[config.mk]
export PLATFORM = sky130hd
export DESIGN_NAME = mem_access_unit
export DESIGN_NICKNAME = d
export VERILOG_FILES = /design/src/rtl/mem_access_unit.sv
export SDC_FILE = /design/constraint.sdc
export NUM_CORES = 1
export LEC_CHECK = 0
export CAP_MARGIN = 20
export CORE_AREA = 2 2 338 340
export CTS_CLUSTER_SIZE = 16
export DETAILED_ROUTE_END_ITERATION = 7
export DIE_AREA = 0 0 340 342
export PLACE_DENSITY = 0.49
export REMOVE_ABC_BUFFERS = 1
export SLEW_MARGIN = 5
export SYNTH_ARGS = -nofsm -noshare
export SYNTH_HDL_FRONTEND = slang
export SYNTH_SLANG_ARGS = --single-unit
[constraint.sdc]
create_clock -name clk -period 11.7 [get_ports clk]
set_input_delay 1.755 -clock clk [delete_from_list [all_inputs] [get_ports clk]]
set_output_delay 1.755 -clock clk [all_outputs]
set_load 0.01 [all_outputs]
[src/rtl/mem_access_unit.sv]
// rtl/mem_access_unit.sv - data-side load/store sequencer in front of memoryController
module mem_access_unit #(
    parameter int S        = 32,
    parameter int V        = 192,
    parameter int TAG_W    = 4,
    parameter int RD_LAT   = 1,
    parameter int VEC_SPAN = 24
) (
    input  logic             clk,
    input  logic             rst,
    input  logic             req_valid,
    output logic             req_ready,
    input  logic             req_we,
    input  logic             req_vec,
    input  logic [S-1:0]     req_addr,
    input  logic [V-1:0]     req_wdata,
    input  logic [TAG_W-1:0] req_tag,
    output logic             mem_we,
    output logic             mem_vecop,
    output logic [S-1:0]     mem_address,
    output logic [V-1:0]     mem_wd,
    input  logic [V-1:0]     mem_rd,
    output logic             rsp_valid,
    input  logic             rsp_ready,
    output logic [V-1:0]     rsp_rdata,
    output logic [TAG_W-1:0] rsp_tag,
    output logic [1:0]       rsp_fault,
    output logic             busy,
    output logic [7:0]       fault_cnt
);

    typedef enum logic [1:0] {IDLE, ISSUE, WAIT, RESP} state_t;

    localparam logic [S:0] ROM_LO  = (S+1)'(1000);
    localparam logic [S:0] ROM_HI  = (S+1)'(30999);
    localparam logic [S:0] RAM_HI  = (S+1)'(61014);
    localparam logic [S:0] SPAN_M1 = (S+1)'(VEC_SPAN - 1);
    localparam logic [3:0] LAT_M1  = 4'(RD_LAT - 1);

    state_t             state_q, state_d;
    logic               we_q, we_d;
    logic               vec_q, vec_d;
    logic [S-1:0]       addr_q, addr_d;
    logic [V-1:0]       wdata_q, wdata_d;
    logic [TAG_W-1:0]   tag_q, tag_d;
    logic [1:0]         fault_q, fault_d;
    logic [V-1:0]       rdata_q, rdata_d;
    logic [3:0]         cnt_q, cnt_d;
    logic [7:0]         fault_cnt_q, fault_cnt_d;

    logic [S:0]         addr_x;
    logic [S:0]         vec_end;
    logic [S:0]         region_end;
    logic [1:0]         fault_calc;

    // One extra bit keeps addr+span from wrapping near the top of the address space.
    always_comb begin
        addr_x     = {1'b0, req_addr};
        vec_end    = addr_x + SPAN_M1;
        region_end = (addr_x <= ROM_HI) ? ROM_HI : RAM_HI;
        fault_calc = 2'd0;
        if (addr_x < ROM_LO || addr_x > RAM_HI) begin
            fault_calc = 2'd1;
        end else if (req_we && addr_x <= ROM_HI) begin
            fault_calc = 2'd2;
        end else if (req_vec && vec_end > region_end) begin
            fault_calc = 2'd3;
        end
    end

    always_comb begin
        state_d     = state_q;
        we_d        = we_q;
        vec_d       = vec_q;
        addr_d      = addr_q;
        wdata_d     = wdata_q;
        tag_d       = tag_q;
        fault_d     = fault_q;
        rdata_d     = rdata_q;
        cnt_d       = cnt_q;
        fault_cnt_d = fault_cnt_q;
        case (state_q)
            IDLE: begin
                if (req_valid) begin
                    we_d    = req_we;
                    vec_d   = req_vec;
                    addr_d  = req_addr;
                    tag_d   = req_tag;
                    wdata_d = req_vec ? req_wdata : {{(V-S){1'b0}}, req_wdata[S-1:0]};
                    fault_d = fault_calc;
                    rdata_d = '0;
                    if (fault_calc != 2'd0) begin
                        state_d = RESP;
                        if (fault_cnt_q != 8'hFF) begin
                            fault_cnt_d = fault_cnt_q + 8'd1;
                        end
                    end else begin
                        state_d = ISSUE;
                    end
                end
            end
            ISSUE: begin
                cnt_d   = LAT_M1;
                state_d = WAIT;
            end
            WAIT: begin
                if (cnt_q == 4'd0) begin
                    if (we_q) begin
                        rdata_d = '0;
                    end else if (vec_q) begin
                        rdata_d = mem_rd;
                    end else begin
                        rdata_d = {{(V-S){1'b0}}, mem_rd[S-1:0]};
                    end
                    state_d = RESP;
                end else begin
                    cnt_d = cnt_q - 4'd1;
                end
            end
            RESP: begin
                if (rsp_ready) begin
                    state_d = IDLE;
                end
            end
            default: state_d = IDLE;
        endcase
    end

    always_ff @(posedge clk) begin
        if (rst) begin
            state_q     <= IDLE;
            we_q        <= 1'b0;
            vec_q       <= 1'b0;
            addr_q      <= '0;
            wdata_q     <= '0;
            tag_q       <= '0;
            fault_q     <= 2'd0;
            rdata_q     <= '0;
            cnt_q       <= 4'd0;
            fault_cnt_q <= 8'd0;
        end else begin
            state_q     <= state_d;
            we_q        <= we_d;
            vec_q       <= vec_d;
            addr_q      <= addr_d;
            wdata_q     <= wdata_d;
            tag_q       <= tag_d;
            fault_q     <= fault_d;
            rdata_q     <= rdata_d;
            cnt_q       <= cnt_d;
            fault_cnt_q <= fault_cnt_d;
        end
    end

    // Controller-facing signals are gated flop outputs, so they stay put for the whole access.
    logic mem_active;
    assign mem_active  = (state_q == ISSUE) || (state_q == WAIT);
    assign mem_we      = (state_q == ISSUE) && we_q;
    assign mem_vecop   = mem_active && vec_q;
    assign mem_address = mem_active ? addr_q : '0;
    assign mem_wd      = mem_active ? wdata_q : '0;

    assign req_ready = (state_q == IDLE) && !rst;
    assign rsp_valid = (state_q == RESP);
    assign rsp_rdata = rdata_q;
    assign rsp_tag   = tag_q;
    assign rsp_fault = fault_q;
    assign busy      = (state_q != IDLE);
    assign fault_cnt = fault_cnt_q;

endmodule

======== Yosys cells after proc, flatten, opt, wreduce, memory -nomap -nowiden ========
Cells that the tools add are included.
cells by class
  equal/unequal tests ..................... 8
  reductions and logical operators ........ 19
  $lt $le $gt $ge ......................... 4
  muxes and demuxes ....................... 19
  $add $sub $neg .......................... 3
operators by type and width
  operator                                                                            count
  192-bit two-way mux                                                                 6
  192-bit one-hot mux with 2 select lines                                             1
  32-bit by 5-bit adder with 33-bit output, second input constant                     1
  33-bit by 16-bit greater-than comparator with 1-bit output                          1
  32-bit by 16-bit greater-than comparator with 1-bit output, second input constant   1
  32-bit by 15-bit less-or-equal comparator with 1-bit output, second input constant  1
  32-bit by 10-bit < comparator with 1-bit output, second input constant              1
  32-bit two-way mux                                                                  1
  16-bit two-way mux                                                                  1
  2-bit two-way mux                                                                   7
  8-bit by 1-bit adder with 8-bit output, second input constant                       1
  8-bit != test, second input constant                                                1
  2-bit one-hot mux with 4 select lines                                               1
  4-bit one-hot mux with 2 select lines                                               1
  2-bit nonzero test                                                                  4
  2-bit != test, second input constant                                                3
  3-bit AND reduction                                                                 2
  1-bit logical AND                                                                   5
  2-bit equality test, second input constant                                          2
  4-bit logical NOT                                                                   1
  4-bit two-way mux                                                                   1
  2-bit AND reduction                                                                 2
  4-bit AND reduction                                                                 1
  4-bit by 1-bit subtractor with 4-bit output, second input constant                  1
  other kinds (5)                                                                     6
word-level totals
  word-level logic and storage cells ...... 63
  output and inout bits ................... 435
  bits of input ports ..................... 426
  bits in registers ....................... 438

======== Depth between registers and ports, before layout ========
Gate-level depths: netlist of run 1.
  word-level depth ........................ 11
  gate-level depth with buffers ........... 17
  depth with buffers taken out ............ 16

======== Worst setup path before layout of run 1 ========
OpenSTA, ideal clock, no wires.
  kind .................................... in2reg
  from .................................... input port req_addr[31]
  to ...................................... register fault_cnt_q[7] (netlist: fault_cnt[7])
  arrival time ............................ 5161 ps
  path slack .............................. 6418 ps
  setup time .............................. 121 ps
  cell stages on the path ................. 11
  data required time ...................... 11579 ps
  buffers on the path ..................... 0
  path through ............................ or4_1 -> or4_1 -> a311oi_1 -> inv_1 -> ha_1 -> nand2_1 -> or4b_1 -> o221a_2 -> o211ai_4 -> a21oi_2 -> mux2_4
between the ends
  longest elaborated chain between the ends .. 9
  elaborated cells between the ends (all ways) .. 14
  classes of those cells .................. add/sub: 1; order compare: 4; mux: 4; reduce/logical: 5
RTL lines
  element                                                      RTL line  text
  start: declaration                                           15        input logic [S-1:0] req_addr,
  32-bit by 15-bit less-or-equal comparator with 1-bit output  60, 64
  16-bit two-way mux                                           60        region_end = (addr_x <= ROM_HI) ? ROM_HI : RAM_HI;
  33-bit by 16-bit greater-than comparator with 1-bit output   66        end else if (req_vec && vec_end > region_end) begin
  1-bit logical AND                                            66
  2-bit two-way mux                                            66
  2-bit two-way mux                                            64        end else if (req_we && addr_x <= ROM_HI) begin
  2-bit two-way mux *                                          62        if (addr_x < ROM_LO || addr_x > RAM_HI) begin
  2-bit nonzero test *                                         92        if (fault_calc != 2'd0) begin
  4-bit AND reduction (no line) *                              -
  end signal: assignment                                       151       fault_cnt_q <= fault_cnt_d;
  end: declaration                                             49        logic [7:0] fault_cnt_q, fault_cnt_d;
Every way passes the cells marked *; elsewhere a longest branch is shown, timed or not.
A chain may end at the register's enable or synchronous reset.

======== Final worst setup path of run 1 ========
  from .................................... register state_q[1]
  to ...................................... output port mem_wd[161]
between the ends
  longest elaborated chain between the ends .. 3
  elaborated cells between the ends (all ways) .. 4
  classes of those cells .................. eq/ne: 2; mux: 1; reduce/logical: 1
RTL lines
  element                                                                                       RTL line  text
  start: declaration                                                                            40        state_t state_q, state_d;
  start signal: assignment                                                                      142       state_q <= state_d;
  2-bit by 1-bit equality test with 1-bit output / 2-bit equality test (equally long branches)  157       assign mem_active = (state_q == ISSUE) || (state_q == WAIT);
  1-bit logical OR *                                                                            157
  192-bit two-way mux *                                                                         161       assign mem_wd = mem_active ? wdata_q : '0;
  end: declaration                                                                              21        output logic [V-1:0] mem_wd,
Marked as above.

==> impl.org, run 1 <==
** Worst setup path
- Data arrives at the worst endpoint at roughly 4.4 ns.
- By instance count, the cell type seen most on the critical path is buf_4.
- STA puts the critical path data required time at 9.95 ns.
- Path type of the worst setup path :: reg -> out
- Largest fanout on the critical path :: 93
- Type of destination of the critical path :: output pin
- Cell breakdown of the critical path :: inv_1 -> ha_4 -> buf_4 -> buf_4 -> and2_1 -> clkdlybuf4s50_1
- Longest individual stage delay on the worst path :: roughly 0.75 ns
- On the critical path, the stage with the largest delay is an instance of ha_4.
- The worst setup path is launched from a flip-flop.

** Die
- The die is 342 um tall.
- Number of rows in the core area :: roughly 120
- Total die area :: 0.1163 mm2
- Number of top-level design ports :: ~860
- The core region is 0.1131 mm2.
- Width of the chip :: 340 um
- For this configuration, the core starts out at a cell density of 16.34%.

** Final layout
- With fillers left out, the area of the finished cells amounts to 0.03023 mm2.
- For this run, the share of the core covered by cells in the final layout is 26.73%.
- Cells with a size suffix above 1 make up between 3 and 4% of the layout.
- Most used cells in the layout excluding fill and tap cells :: clkdlybuf4s50_1, nand2_1, dfxtp_1
- Most common cell after layout, fill and taps aside :: clkdlybuf4s50_1
- Net count reported at finish :: 3,566
- From synthesis to final layout, the design area changed by 63.56%.
- Non-filler instance count after layout :: approximately 4.7k

** Power and ir drop
- After layout, the design draws a total of slightly above 5 mW.
- The worst-case IR drop observed on VDD is between 0.15 and 0.2 mV.
- For this design the ratio of total power to cell area is around 170 mW/mm2.
- The analysis attributes to cell leakage a power of approximately 10 nW.

** Synth
- The synthesized netlist devotes around 14% of its cell area to compound gates.
- Counting flops with an async set or reset pin after synthesis yields a share of 0%.
- #FFs+latches synth :: 438
- Mux cell area share after synthesis :: less than 1%
- After technology mapping, the gate count stands at 2,404.
- Count of cell types in the netlist :: 60
- Simple-Gate Fraction of Synth Area :: a little under a third
- Area of the mapped netlist :: 0.01848 mm2
- The synthesized netlist devotes under 10% of its cell area to adder and majority cells.
- Post-synthesis share of cell area spent on xor and xnor gates :: less than 1%
- After synthesis, the largest family of logic cells by area is simple AND/OR/NAND/NOR gates.
- The Yosys step of the flow raised 0 warnings.
- Register area share after synthesis :: between 40% and 50%
- Syn Area/Cell :: ~7.7 um2
- In this run, synthesis inferred 0 flip-flops with an integrated enable.
- For this run, the leading register cell type out of synthesis is dfxtp_1.

** CTS
- No sink is reached through more buffers than the 3 on the longest clock path.
- Post-CTS timing repair inserted 0 buffers for setup.
- CTS clk-pin slew, worst paths :: 0.06 ns
- In this run the number of H-tree levels came out at 2.
- In this run, post-CTS repair resized a total of 0 instances.
- The clock reaches the later pin of the worst-skew pair after between 0.6 and 0.7 ns.
- Hold-fix buffer count after cts :: 0
- TritonCTS built the clock tree.
- TritonCTS Buffers :: 56
- Library cell used as clock root buffer :: clkbuf_16
- Clock tree synthesis found a total of between 400 and 500 sinks.

** Flow run
- Max-cap violations in this run came to 0.

** Routing
- The final route contains between 15k and 20k vias.
- After detailed routing, the number of vias per cell comes to roughly 4.2.
- Once detail routing completed, the nets flagged for antenna violations numbered 0.
- After detailed routing, the average wire length per cell comes to approximately 20 um.
- In this run, the number of DRC markers left after iteration 0 of detailed routing was between 800 and 900.
- The first TritonRoute pass finished after 5 iterations.
- DRC :: 0
- Summed over all layers, the routed wires come to 95,100 um.

** GRT
- Entering global routing, the biggest net connects 150 pins.
- Wire length of the first global-routing pass :: 135,000 um
- The number of global-route vias before repair was 18.82k.
- The initial antenna violation count is 43.
- Global routing finished with a remaining overflow of 0.
- Global routing used ~15% of the available tracks.

** STA
- Count of endpoints failing setup in the final report :: 0
- Number of hold violations in the final report :: 0
- Final period utilization :: a little over half
- Setup repair after global routing left no endpoint under its margin.
- Final critical delay including setup and external delays :: roughly 6.1 ns
- For the pin with the worst max-slew slack, the measured transition is approximately 1.0 ns.
- Setup ws final :: about 5.6 ns
- Worst Clk Skew :: roughly 0.039 ns
- Count of pins over their slew limit :: 0
- Timing would allow up to ~0.16 GHz.
- Measured against its own limit, the worst slew margin works out to 30.06%.

** Place
- Pre-CTS setup slack :: 5.003 ns
- Total of buffers placed on input and output ports :: between 800 and 900
- Estimated wirelength of the detail-placed design :: around 69,000 um
- At the end of routability-driven placement, the weighted congestion stood at around 0.8.
- Number of instances in the placed design :: ~4.6k
- Once placement finished, the instance area stood at approximately 0.028 mm2.

** Min path
- The path class of the tightest hold or removal check is reg -> reg.

** Outcome
- Result of the run :: finished clean
## through the flow
stage                TNS, ns  hold WS (ns)
finish                     0        0.4423
global route               0        0.4624
CTS                        0        0.4464
detailed placement         0        0.4386
global placement           0        0.4339
floorplan           -1010.65        0.4212
## cell type report
class / instances / area, um2
multi-input combinational: 1735 / 8875
clock buffer: 85 / 1630
sequential: 438 / 8768
fill: 12380 / 82870
antenna: 13 / 32.53
inverter: 15 / 56.30
clock inverter: 14 / 206.4
timing repair buffer: 879 / 8770
tap: 1512 / 1892
## kinds of logic after synthesis
group                    Yosys count
AND/OR/NAND/NOR                 1205
AO/OA/AOI/OAI                    488
flip-flops                       438
buffers and inverters            231
XOR/XNOR                          17
adder cells (fa/ha/maj)           15
multiplexers                      10
## final timing paths
path	slack [ns]	depth (start not counted)	to	start
max	5.60	6	mem_wd[161]	state_q[1]$_SDFFE_PP0P_
min	0.44	2	wdata_q[187]$_SDFFE_PP0P_	wdata_q[187]$_SDFFE_PP0P_
max reg2reg	7.68	8	rsp_rdata[1]$_SDFFE_PP0P_	state_q[1]$_SDFFE_PP0P_
min reg2reg	0.44	2	wdata_q[187]$_SDFFE_PP0P_	wdata_q[187]$_SDFFE_PP0P_
## layer usage
metal  vias to the layer above  GRT usage (%)  wire, um  part of all wire [%]
li1                       9553              -         -                     -
met4                        46          5.808      3639                   3.8
met3                       186          6.747      9299                   9.8
met5                         -              0       307                  0.32
met2                       703          25.16     43910                    46
met1                      9234          17.89     37940                    40
## report_power, final
group | leakage [nW] | switching [mW] | internal, mW | total, mW
sequential | 3.55 | 0.0649 | 1.62 | 1.68
clock | 0.898 | 0.728 | 1.03 | 1.75
combinational | 5.55 | 1.12 | 0.535 | 1.65
total | 10.0 | 1.91 | 3.18 | 5.09
## cell usage after synthesis (3+ instances only)
library cell / n / area, um2
or3_1: 3 / 18.77
or4_1: 3 / 22.52
a41oi_1: 3 / 26.28
nand3_1: 375 / 1877
nand4_1: 7 / 43.79
nand2b_1: 5 / 31.28
mux2_2: 3 / 33.78
buf_2: 4 / 20.02
o21ai_1: 3 / 15.01
nor2b_1: 9 / 56.30
xnor2_1: 13 / 113.9
and2_1: 231 / 1445
buf_1: 6 / 22.52
o21ai_0: 5 / 25.02
o211ai_1: 3 / 22.52
buf_4: 3 / 22.52
nor2_1: 24 / 90.09
nor4_1: 6 / 37.54
and3_1: 8 / 50.05
a211oi_1: 6 / 45.04
a21oi_1: 433 / 2167
o21a_1: 3 / 22.52
nand2_1: 511 / 1918
dfxtp_1: 438 / 8768
mux2i_1: 3 / 30.03
a31oi_1: 7 / 43.79
nor3_1: 14 / 70.07
clkbuf_1: 202 / 758.2
inv_1: 15 / 56.30
xor2_1: 4 / 35.03
ha_1: 15 / 187.7
## flip-flops by register name (all words and copies together) (netlist names)
| signal | cells |
|---|---|
| rsp_fault | 2 |
| vec_q | 1 |
| cnt_q | 4 |
| rsp_rdata | 192 |
| fault_cnt | 8 |
| we_q | 1 |
| rsp_tag | 4 |
| wdata_q | 192 |
| state_q | 2 |
| addr_q | 32 |
## critical path, delay by kind of cell, from the launching register on
kind | cells | cell delay (ns)
AND/OR/NAND/NOR | 1 | 0.23
flip-flops | 1 | 0.45
adder cells (fa/ha/maj) | 1 | 0.75
buffers and inverters | 4 | 2.10
Power figures use the tool's default switching activity.
==> inputs of run 2 (changes only) <==
--- a/config.mk
+++ b/config.mk
@@ -6,11 +6,11 @@
 export NUM_CORES = 1
 export LEC_CHECK = 0
 export CAP_MARGIN = 20
-export CORE_AREA = 2 2 338 340
+export CORE_AREA = 2 2 337 339
 export CTS_CLUSTER_SIZE = 16
 export DETAILED_ROUTE_END_ITERATION = 7
-export DIE_AREA = 0 0 340 342
-export PLACE_DENSITY = 0.49
+export DIE_AREA = 0 0 339 341
+export PLACE_DENSITY = 0.5
 export REMOVE_ABC_BUFFERS = 1
 export SLEW_MARGIN = 5
 export SYNTH_ARGS = -nofsm -noshare
==> constraint.sdc (replaced) <==
create_clock -name clk -period 4.95 [get_ports clk]
set_input_delay 0.7425 -clock clk [delete_from_list [all_inputs] [get_ports clk]]
set_output_delay 0.7425 -clock clk [all_outputs]
set_load 0.01 [all_outputs]
==> run 2 against run 1 <==
  * First-iteration DRC count grew 9.2%
  * Global-route usage grew 0.60 points
  * Wire length grew 3.0%
  * Sequential cell count is the same
  * Setup slack lost 5.2 ns
  * Sequential power grew 140%
  * Register-to-register slack lost 5.5 ns
  * Largest cell class is now non-clock buffers
  * Largest power group unchanged
==> impl.org, run 2 (synthesized netlist as in run 1, its figures left out) <==
** Outcome
- The flow ran to the end, and the final reports show no timing, DRC or antenna violations.

** Place
- Once placement finished, the instance area stood at between 0.02 and 0.03 mm2.
- Estimated wirelength of the detail-placed design :: ~70,000 um
- Total of buffers placed on input and output ports :: 860
- Number of instances in the placed design :: approximately 4.6k
- Pre-CTS setup slack :: -0.1699 ns
- At the end of routability-driven placement, the weighted congestion stood at roughly 0.8.

** Final layout
- Most used cells in the layout excluding fill and tap cells :: clkdlybuf4s50_1, nand2_1, dfxtp_1
- Most common cell after layout, fill and taps aside :: clkdlybuf4s50_1
- In the final layout, the share of cells above drive strength 1 is 5.419%.
- Design area :: 0.03076 mm2
- The count of cells in the finished layout, fillers not included, comes to between 4k and 5k.
- From synthesis to final layout, the design area changed by 66.44%.
- Cells fill between 20% and 30% of the core in the end.
- Net count reported at finish :: 3,607

** Power and ir drop
- In this run the static leakage power is 10.29 nW.
- For this design the ratio of total power to cell area is a little over 400 mW/mm2.
- Summed over all nets, the switching power comes to approximately 4.6 mW.
- IR analysis of the VDD net gives a maximum drop of 0.3455 mV.
- Relative contribution of sequential cells to total power :: between 30% and 40%
- Per report_power, the clock group accounts for a little over a third of the total.
- The internal portion of the total power is 7.868 mW.
- Relative contribution of combinational cells to total power :: roughly a third
- Switching part of the total power :: approximately 37%

** Worst setup path
- STA classifies the critical path endpoint as a flip-flop.
- WP data required :: 5.44 ns
- The slowest stage of the critical path belongs to the cell clkdlybuf4s50_1.
- Traced cell by cell, the critical path runs through clkdlybuf4s50_1 -> or4_1 -> or4_1 -> a311oi_1 -> buf_4 -> ha_1 -> nor3_1 -> a31oi_1 -> o311a_1 -> a2111oi_0 -> o221ai_1 -> o221a_2 -> o21a_1 -> nor4_1 -> a2111oi_0.
- Crit path DAT :: 4.99 ns
- For this run, the slowest stage of the critical path takes between 0.5 and 0.6 ns.
- The critical path is of the in -> reg type.
- Largest fanout on the critical path :: 5
- Crit path launch type :: input pin

** GRT
- Number of antenna violations at the first check in global routing :: 39
- The number of global-route vias before repair was roughly 19k.
- Pin count of the biggest net entering global routing :: ~190
- GR Util All Layers :: about 16%
- Wire length of the first global-routing pass :: around 140,000 um
- The total overflow left after global routing is 0.

** CTS
- Buffer depth of the longest clock path :: 3
- Num Clock Sinks :: roughly 440
- Library cell used as clock root buffer :: clkbuf_16
- TritonCTS Buffers :: roughly 60
- For the worst-skew pair, the clock arrives at the later sink with an insertion delay of 0.66 ns.
- TritonCTS built the clock tree.
- The H-tree was split into 2 levels.
- After clock tree synthesis, the setup repair step added 0 buffers.
- In this run, post-CTS hold repair placed 0 buffers.
- Resize count post-CTS :: 0
- Clock-pin slew was measured on the worst setup and hold paths at ~0.060 ns.

** Die
- The die covers between 0.1 and 0.15 mm2.
- In this run the core area contains 123 standard-cell rows.
- Number of top-level design ports :: 861
- Initial core utilization :: between 10% and 20%
- Floorplan die height :: approximately 340 um
- Core Area :: 0.1119 mm2
- From left edge to right edge, the die measures 339 um.

** Routing
- In the final routed layout, each cell accounts on average for 20.73 um.
- Number of antenna-violating nets in the routed design :: 0
- Vias after detailed routing :: ~20k
- In the routed design, unresolved DRC markers number 0.
- Dividing the detail-routed via count by the number of cells gives about 4.2.
- First-iteration detailed-routing DRC count :: approximately 960
- First-pass iteration count of the detailed router :: 5
- Summed over all layers, the routed wires come to roughly 100,000 um.

** STA
- Setup violations remaining at the end of the flow were counted as 0.
- Count of pins over their slew limit :: 0
- For the pin with the worst max-slew slack, the measured transition is approximately 1.3 ns.
- Setup repair after global routing missed its margin :: false
- Slew HR :: 11.81%
- Final period utilization :: between 90% and 100%
- Number of hold violations in the final report :: 0
- Derived from the worst setup path, the maximum achievable clock frequency is approximately 0.22 GHz.
- Setup ws final :: between 0.4 and 0.5 ns
- Between clock sinks in the finished design, the worst skew comes to between 0.02 and 0.03 ns.
- Final critical delay including setup and external delays :: between 4 and 5 ns

** Min path
- The min-delay analysis places its worst path in the category reg -> reg.

** Flow run
- The tool flagged a number of max-cap violations equal to 0.
run 2: changes by cell type in the layout (fill, tap and decap cells not counted), sizes merged:
cell	before	now
clkbuf	85	82
clkinv	7	12
bufinv	3	6
diode	13	16
clkinvlp	1	3
buf	21	59
run 2: routing by layer:
layer	vias to the layer above	global-route usage, %	routed length [um]	share of wire [%]
met5	-	0	196	0.20
met4	34	6.537	3848	3.9
met3	164	6.634	9063	9.2
met2	661	26.30	45570	47
met1	9292	18.51	39310	40
li1	9673	-	-	-
run 2: power groups by stage:
stage,registers (mW),logic [mW],clock network [mW]
after global placement,4.04,4.27,0
after floorplan,4.04,1.74,0
after detailed placement,4.05,4.25,0
after global routing,4.01,4.50,4.71
final,3.97,4.11,4.41
after CTS,3.98,4.26,4.60
run 2: per-stage QoR:
| stage | power [mW] | hold slack, ns | setup TNS [ns] |
|---|---|---|---|
| after global placement | 8.308 | 0.4335 | -0.5247 |
| after CTS | 12.84 | 0.4468 | 0 |
| after floorplan | 5.778 | 0.4212 | -2144.96 |
| final | 12.49 | 0.4433 | 0 |
| after detailed placement | 8.304 | 0.4386 | -0.9052 |
| after global routing | 13.22 | 0.4574 | 0 |
run 2: path summary, 6_finish.rpt:
kind | from | end | slack (ns) | cells past startpoint
worst max-delay path | req_addr[17] | state_q[1]$_SDFFE_PP0P_ | 0.45 | 15
worst min-delay path | wdata_q[173]$_SDFFE_PP0P_ | wdata_q[173]$_SDFFE_PP0P_ | 0.44 | 2
worst max register to register | state_q[0]$_SDFFE_PP0P_ | rsp_rdata[37]$_SDFFE_PP0P_ | 2.22 | 7
worst min register to register | wdata_q[173]$_SDFFE_PP0P_ | wdata_q[173]$_SDFFE_PP0P_ | 0.44 | 2
run 2: area by class of cell:
| cell class | count | area, um2 |
|---|---|---|
| Antenna cell | 16 | 40.04 |
| Fill cell | 12140 | 81120 |
| Clock inverter | 24 | 326.6 |
| Inverter | 15 | 56.30 |
| Multi-Input combinational cell | 1735 | 8875 |
| Clock buffer | 82 | 1653 |
| Tap cell | 1500 | 1877 |
| Timing Repair Buffer | 917 | 9168 |
| Sequential cell | 438 | 8768 |
run 2: critical path: cells and delay by family:
family,cells,cell delay (ns)
AO/OA/AOI/OAI,8,1.76
AND/OR/NAND/NOR,4,1.45
buffers and inverters,2,0.75
adder cells (fa/ha/maj),1,0.27
==> inputs of run 3 (changes only) <==
--- a/config.mk
+++ b/config.mk
@@ -6,13 +6,15 @@
 export NUM_CORES = 1
 export LEC_CHECK = 0
 export CAP_MARGIN = 20
-export CORE_AREA = 2 2 337 339
+export CELL_PAD_IN_SITES_DETAIL_PLACEMENT = 1
+export CELL_PAD_IN_SITES_GLOBAL_PLACEMENT = 1
+export CORE_AREA = 2 2 331 333
 export CTS_CLUSTER_SIZE = 16
 export DETAILED_ROUTE_END_ITERATION = 7
-export DIE_AREA = 0 0 339 341
-export PLACE_DENSITY = 0.5
+export DIE_AREA = 0 0 333 335
+export PLACE_DENSITY = 0.65
 export REMOVE_ABC_BUFFERS = 1
-export SLEW_MARGIN = 5
+export SLEW_MARGIN = 0
 export SYNTH_ARGS = -nofsm -noshare
 export SYNTH_HDL_FRONTEND = slang
 export SYNTH_SLANG_ARGS = --single-unit
==> run 3 against run 2 <==
  * Die area is 3.5% lower
  * Count of clock-buffer cells in the layout grew 4
  * Sequential power barely moved
  * Setup slack improved by 0.40 ns
  * Wire length about the same
  * Clock power is 4.8% lower
  * Highest routed layer unchanged
  * Clock skew increased by 0.0020 ns
  * Sequential cell count is the same
==> impl.org, run 3 (synthesized netlist as in run 1, its figures left out) <==
** Place
- Final Wtd Congestion :: 0.8151
- DP Area :: roughly 0.029 mm2
- Estimated wirelength of the detail-placed design :: between 70,000 and 80,000 um
- The count of buffers added on input and output ports is 860.
- Counting tap cells, the placed design contains a total of approximately 4.5k instances.

** Final layout
- The filler cells instantiated in the layout total ~13k.
- Area occupied by multi-input gates :: 0.008875 mm2
- Compared with the post-synthesis result, the final layout area differs by 65.06%.
- Registers take roughly 0.0088 mm2.
- After the flow finishes, the layout carries non-filler instances totaling 4,621.
- Most common cell after layout, fill and taps aside :: clkdlybuf4s50_1
- Leaving out fill and tap cells, the most frequent cells in the layout are clkdlybuf4s50_1, nand2_1, dfxtp_1.
- Net count reported at finish :: roughly 3.6k
- Fraction of final layout cells sized beyond drive strength 1 :: 5.005%
- Design area :: between 0.03 and 0.04 mm2

** Power and ir drop
- Combinational logic burns approximately 33% of the power.
- The analysis attributes to cell leakage a power of 10.20 nW.
- Maximum ir drop on the vdd rail :: about 0.29 mV
- In this run, flip-flops and latches consume between 30% and 40% of the power.
- The clock network burns about a third of the power.
- The internal power of the cells totals between 7 and 8 mW.
- Sw power :: ~4.5 mW
- In this run the power density over the cells is 401.5 mW/mm2.
- Switching part of the total power :: about 37%
- The completed layout was analyzed and its total power is roughly 12 mW.

** Min path
- Worst min-delay path class :: reg -> reg

** Die
- From left edge to right edge, the die measures 333 um.
- From bottom edge to top edge, the die measures 335 um.
- Number of top-level design ports :: 861
- For this configuration, the core starts out at a cell density of between 10% and 20%.
- The die covers between 0.1 and 0.15 mm2.
- The total area inside the core boundary comes to between 0.1 and 0.15 mm2.
- After floorplanning, the core was divided into between 100 and 150 placement rows.

** CTS
- Worst skew pair latency :: roughly 0.65 ns
- Post-CTS setup repair buffer count :: 0
- TritonCTS built the clock tree.
- In this run the deepest clock path goes through 3 buffers.
- Hold-fix buffer count after cts :: 0
- Clock H-tree levels :: 2
- After clock tree synthesis, the repair step resized 0 gates.
- For this design, the sink count on the clock tree is between 400 and 500.
- The cell sitting at the root of the clock tree is a clkbuf_16.
- CTS clk-pin slew, worst paths :: around 0.060 ns
- Buffers inserted during clock tree synthesis total 56.

** Routing
- The first detailed-routing pass ran for 4 iterations.
- DRT Wirelength :: roughly 100,000 um
- After detailed routing, the number of remaining DRC violations is 0.
- Number of antenna-violating nets in the routed design :: 0
- Vias after detailed routing :: about 20k
- Using the TritonRoute via totals, the vias-per-cell ratio works out to approximately 4.3.
- Wire length per cell :: around 21 um
- The first routing iteration left 787 violations.

** GRT
- GR Util All Layers :: 16.69%
- Pin count of the biggest net entering global routing :: about 180
- Wire length of the first global-routing pass :: 139,300 um
- Number of antenna violations at the first check in global routing :: 44
- For this run the aggregate overflow at the end of global routing stands at 0.
- The number of global-route vias before repair was a little over 20k.

** STA
- Number of hold violations in the final report :: 0
- Setup violations remaining at the end of the flow were counted as 0.
- Hold timing on the final database bottoms out at a slack of between 0.4 and 0.5 ns.
- For the final routed database, the setup TNS stands at 0 ns.
- Worst Clk Skew :: 0.02758 ns
- Setup repair after global routing missed its margin :: false
- Dividing the final minimum period by the clock period gives 82.92%.
- Slew HR :: 16.22%
- Count of pins over their slew limit :: 0
- Timing would allow up to about 0.24 GHz.
- After layout, the minimum clock period comes to 4.105 ns.
- Transition time at the pin with the least slew margin :: 1.257 ns

** Worst setup path
- The worst setup path is launched from an input pin.
- Type of destination of the critical path :: flip-flop
- Largest fanout on the critical path :: 7
- Crit path DAT :: roughly 4.6 ns
- The largest individual stage delay along the critical path comes from the cell or4_1.
- Walking the worst path, the cells encountered are clkdlybuf4s50_1 -> or3_1 -> or4_1 -> a311oi_1 -> buf_4 -> ha_1 -> nor3_1 -> a31oi_1 -> o311a_1 -> a2111oi_0 -> o221ai_1 -> o221a_2 -> o211ai_4 -> a21oi_2 -> mux2_4.
- Longest individual stage delay on the worst path :: between 0.5 and 0.6 ns
- The setup path with the least slack is of type in -> reg.
- Data on the critical path is required at its endpoint by 5.47 ns.

** Outcome
- Result of the run :: finished clean

** Flow run
- Maximum Capacitance Violations :: 0
run 3: final timing paths:
path	startpoint	end	slack [ns]	cells after the start
max reg2reg	state_q[0]$_SDFFE_PP0P_	rsp_rdata[169]$_SDFFE_PP0P_	1.95	8
min	wdata_q[88]$_SDFFE_PP0P_	wdata_q[88]$_SDFFE_PP0P_	0.44	2
min reg2reg	wdata_q[88]$_SDFFE_PP0P_	wdata_q[88]$_SDFFE_PP0P_	0.44	2
max	req_addr[23]	fault_cnt[7]$_SDFFE_PP0P_	0.85	15
run 3: layer usage:
layer / vias to the layer above / track usage, % / wire, um
met4: 40 / 7.692 / 4482
met2: 628 / 28.27 / 47130
met3: 202 / 7.269 / 9107
li1: 9618 / - / -
met1: 9532 / 17.89 / 36950
met5: - / 0 / 282
run 3: final cells by class:
class	instances	share of cell area, %
timing repair buffer	908	29.95
multi-input combinational	1735	29.09
sequential	438	28.74
tap	1414	5.799
clock buffer	86	5.488
clock inverter	15	0.6603
inverter	15	0.1846
antenna	10	0.08203
run 3: worst max-delay path: cells and delay by family:
| kind | cells | cell delay, ns |
|---|---|---|
| adders and majority gates | 1 | 0.27 |
| AOI/OAI and AO/OA | 8 | 1.54 |
| muxes | 1 | 0.30 |
| and+or+nand+nor | 3 | 1.11 |
| buffers and inverters | 2 | 0.64 |
run 3: metrics by stage:
step                util (%)  worst slack, ns
global route           28.21           0.6031
CTS                    28.20           0.9123
global placement       26.46           0.2221
detailed placement     26.46           0.2158
floorplan                  -           -11.00
finish                 28.22           0.8453
run 3: power by group through the flow:
stage / registers [mW] / logic [mW] / clock network, mW
after floorplan: 4.04 / 1.74 / 0
after global placement: 4.04 / 4.19 / 0
after detailed placement: 4.06 / 4.20 / 0
after CTS: 3.98 / 4.21 / 4.37
after global routing: 4.01 / 4.48 / 4.50
final: 3.98 / 4.07 / 4.20
==> variant (config.mk and constraints of run 2) <==
Set the parameter `TAG_W` to 6 (it was 4).
--- a/src/rtl/mem_access_unit.sv
+++ b/src/rtl/mem_access_unit.sv
@@ -3,5 +3,5 @@
     parameter int S        = 32,
     parameter int V        = 192,
-    parameter int TAG_W    = 4,
+    parameter int TAG_W    = 6,
     parameter int RD_LAT   = 1,
     parameter int VEC_SPAN = 24
Interface: changed (resized req_tag and rsp_tag); port bits go from 861 to 865. No check against the original RTL was run, so the function may have changed too.
==> variant against run 2 <==
  * Critical path type unchanged
  * Worst setup slack better by 0.28 ns
  * Final area up 0.58%
  * Routed wire length up 1.1%
  * Power down 1.3%
  * Synthesized cell count up 0.62%
  * Sequential cell count up 2
  * Synthesized area up 0.70%
  * Core utilization up 0.16 points
  * Sequential share of layout area about the same
  * Maximum frequency up 6.7%
==> variant: results (changes against run 2) <==
Synthesis
  – Average footprint of a synthesized cell: 7.69 um2 (about the same)
  – Cell area after synthesis: 0.0186 mm2 (+0.70%)
  – Compound-cell area share of the yosys netlist: 14.1% (-0.13 points)
  – Share of synthesized cell area in full adder, half adder and majority cells: 1.01% (-0.0070 points)
  – Synthesized-area fraction occupied by xor and xnor cells: 0.800% (-0.0056 points)
  – Mux cell area share after synthesis: 0.632% (+0.0024 points)
  – Number of unique standard cell types used by synthesis: 58 (-3.3%)
  – Register area share after synthesis: 47.3% (-0.11 points)

Outcome
  – Run status: finished clean

STA
  – Largest clock skew in the final design: 0.0376 ns (+0.0120 ns)

Final layout
  – Fin cells: 4738 (+0.23%)
  – Share of layout cells above drive strength 1: 5.82% (+0.40 points)
  – Clock tree buffer count of the final layout: 84 (+2.4%)
  – Total of plain and repair buffers excluding clock buffers: 935 (+2.0%)
  – Number of filler instances in the final layout: 12232 (+0.74%)
  – Antenna fix cells: 7 (-9)
  – Fraction of area in registers: 28.5% (-0.035 points)
  – Count of multi-input combinational gates: 1738 (+0.17%)

Routing
  – Met2 WL: 46.8 mm (+2.7%)
  – Total routed wirelength: 99.1 mm (+1.1%)
  – Vias after detailed routing: 20045 (+1.1%)
  – Initial drt markers: 1067 (+11%)

GRT
  – Pin count of the biggest net entering global routing: 182 (-5.7%)
  – Initial antenna violation count: 38 (-2.6%)
  – Total track usage: 16.3% (+0.22 points)
  – Met1 Track Usage GR: 18.8% (+0.33 points)
  – First-pass GRT wire length: 140 mm (+1.1%)

Power
  – Pwr Density: 399 mW/mm2 (-1.9%)

Clock network
  – Number of clock buffers inserted by TritonCTS: 57 (-3.4%)

Placement
  – Total placed instance area: 0.0290 mm2 (+0.73%)
  – Number of placed cells counting well taps: 4629 (+0.52%)

Critical path
  – Biggest fanout along the worst timing path: 7 (+2)

Min path
  – Worst hold path type: input pin to flop
[variant: path summary, 6_finish.rpt]
path / endpoint / start / slack, ns
setup / recovery: fault_cnt[6] / req_addr[5] / 0.73
hold / removal: rsp_rdata[85] / rst / 0.42
setup reg to reg: rsp_rdata[6] / state_q[0] / 1.95
hold reg to reg: wdata_q[169] / wdata_q[169] / 0.44
[variant: power breakdown]
| group | switching [mW] | total, mW | internal (mW) |
|---|---|---|---|
| Combinational | 2.55 | 3.97 | 1.41 |
| Clock | 1.75 | 4.37 | 2.62 |
| Sequential | 0.147 | 4.00 | 3.85 |
| Total | 4.45 | 12.3 | 7.88 |
[variant: worst max-delay path, cell delays in order]
cell and delay (ns):
sky130_fd_sc_hd__clkdlybuf4s50_1 0.42, sky130_fd_sc_hd__or2_2 0.31, sky130_fd_sc_hd__a211o_1 0.24, sky130_fd_sc_hd__a211oi_1 0.29, sky130_fd_sc_hd__nor2_1 0.07, sky130_fd_sc_hd__nor3_1 0.18
sky130_fd_sc_hd__buf_4 0.17, sky130_fd_sc_hd__inv_1 0.06, sky130_fd_sc_hd__ha_1 0.32, sky130_fd_sc_hd__nand4b_1 0.11, sky130_fd_sc_hd__mux2i_1 0.25, sky130_fd_sc_hd__nand2_1 0.08
sky130_fd_sc_hd__o211a_1 0.20, sky130_fd_sc_hd__a311oi_1 0.28, sky130_fd_sc_hd__buf_4 0.17, sky130_fd_sc_hd__o211a_1 0.28, sky130_fd_sc_hd__o2111a_1 0.26, sky130_fd_sc_hd__mux2_4 0.30
[variant: kinds of logic (layout without fill, tap and decap cells)]
logic type	after synthesis	after routing
other	0	7
XOR/XNOR	17	17
multiplexers	9	9
AND/OR/NAND/NOR	1207	1207
buffers and inverters	241	1053
flip-flops	440	440
AO/OA/AOI/OAI	490	490
adder cells (fa/ha/maj)	15	15
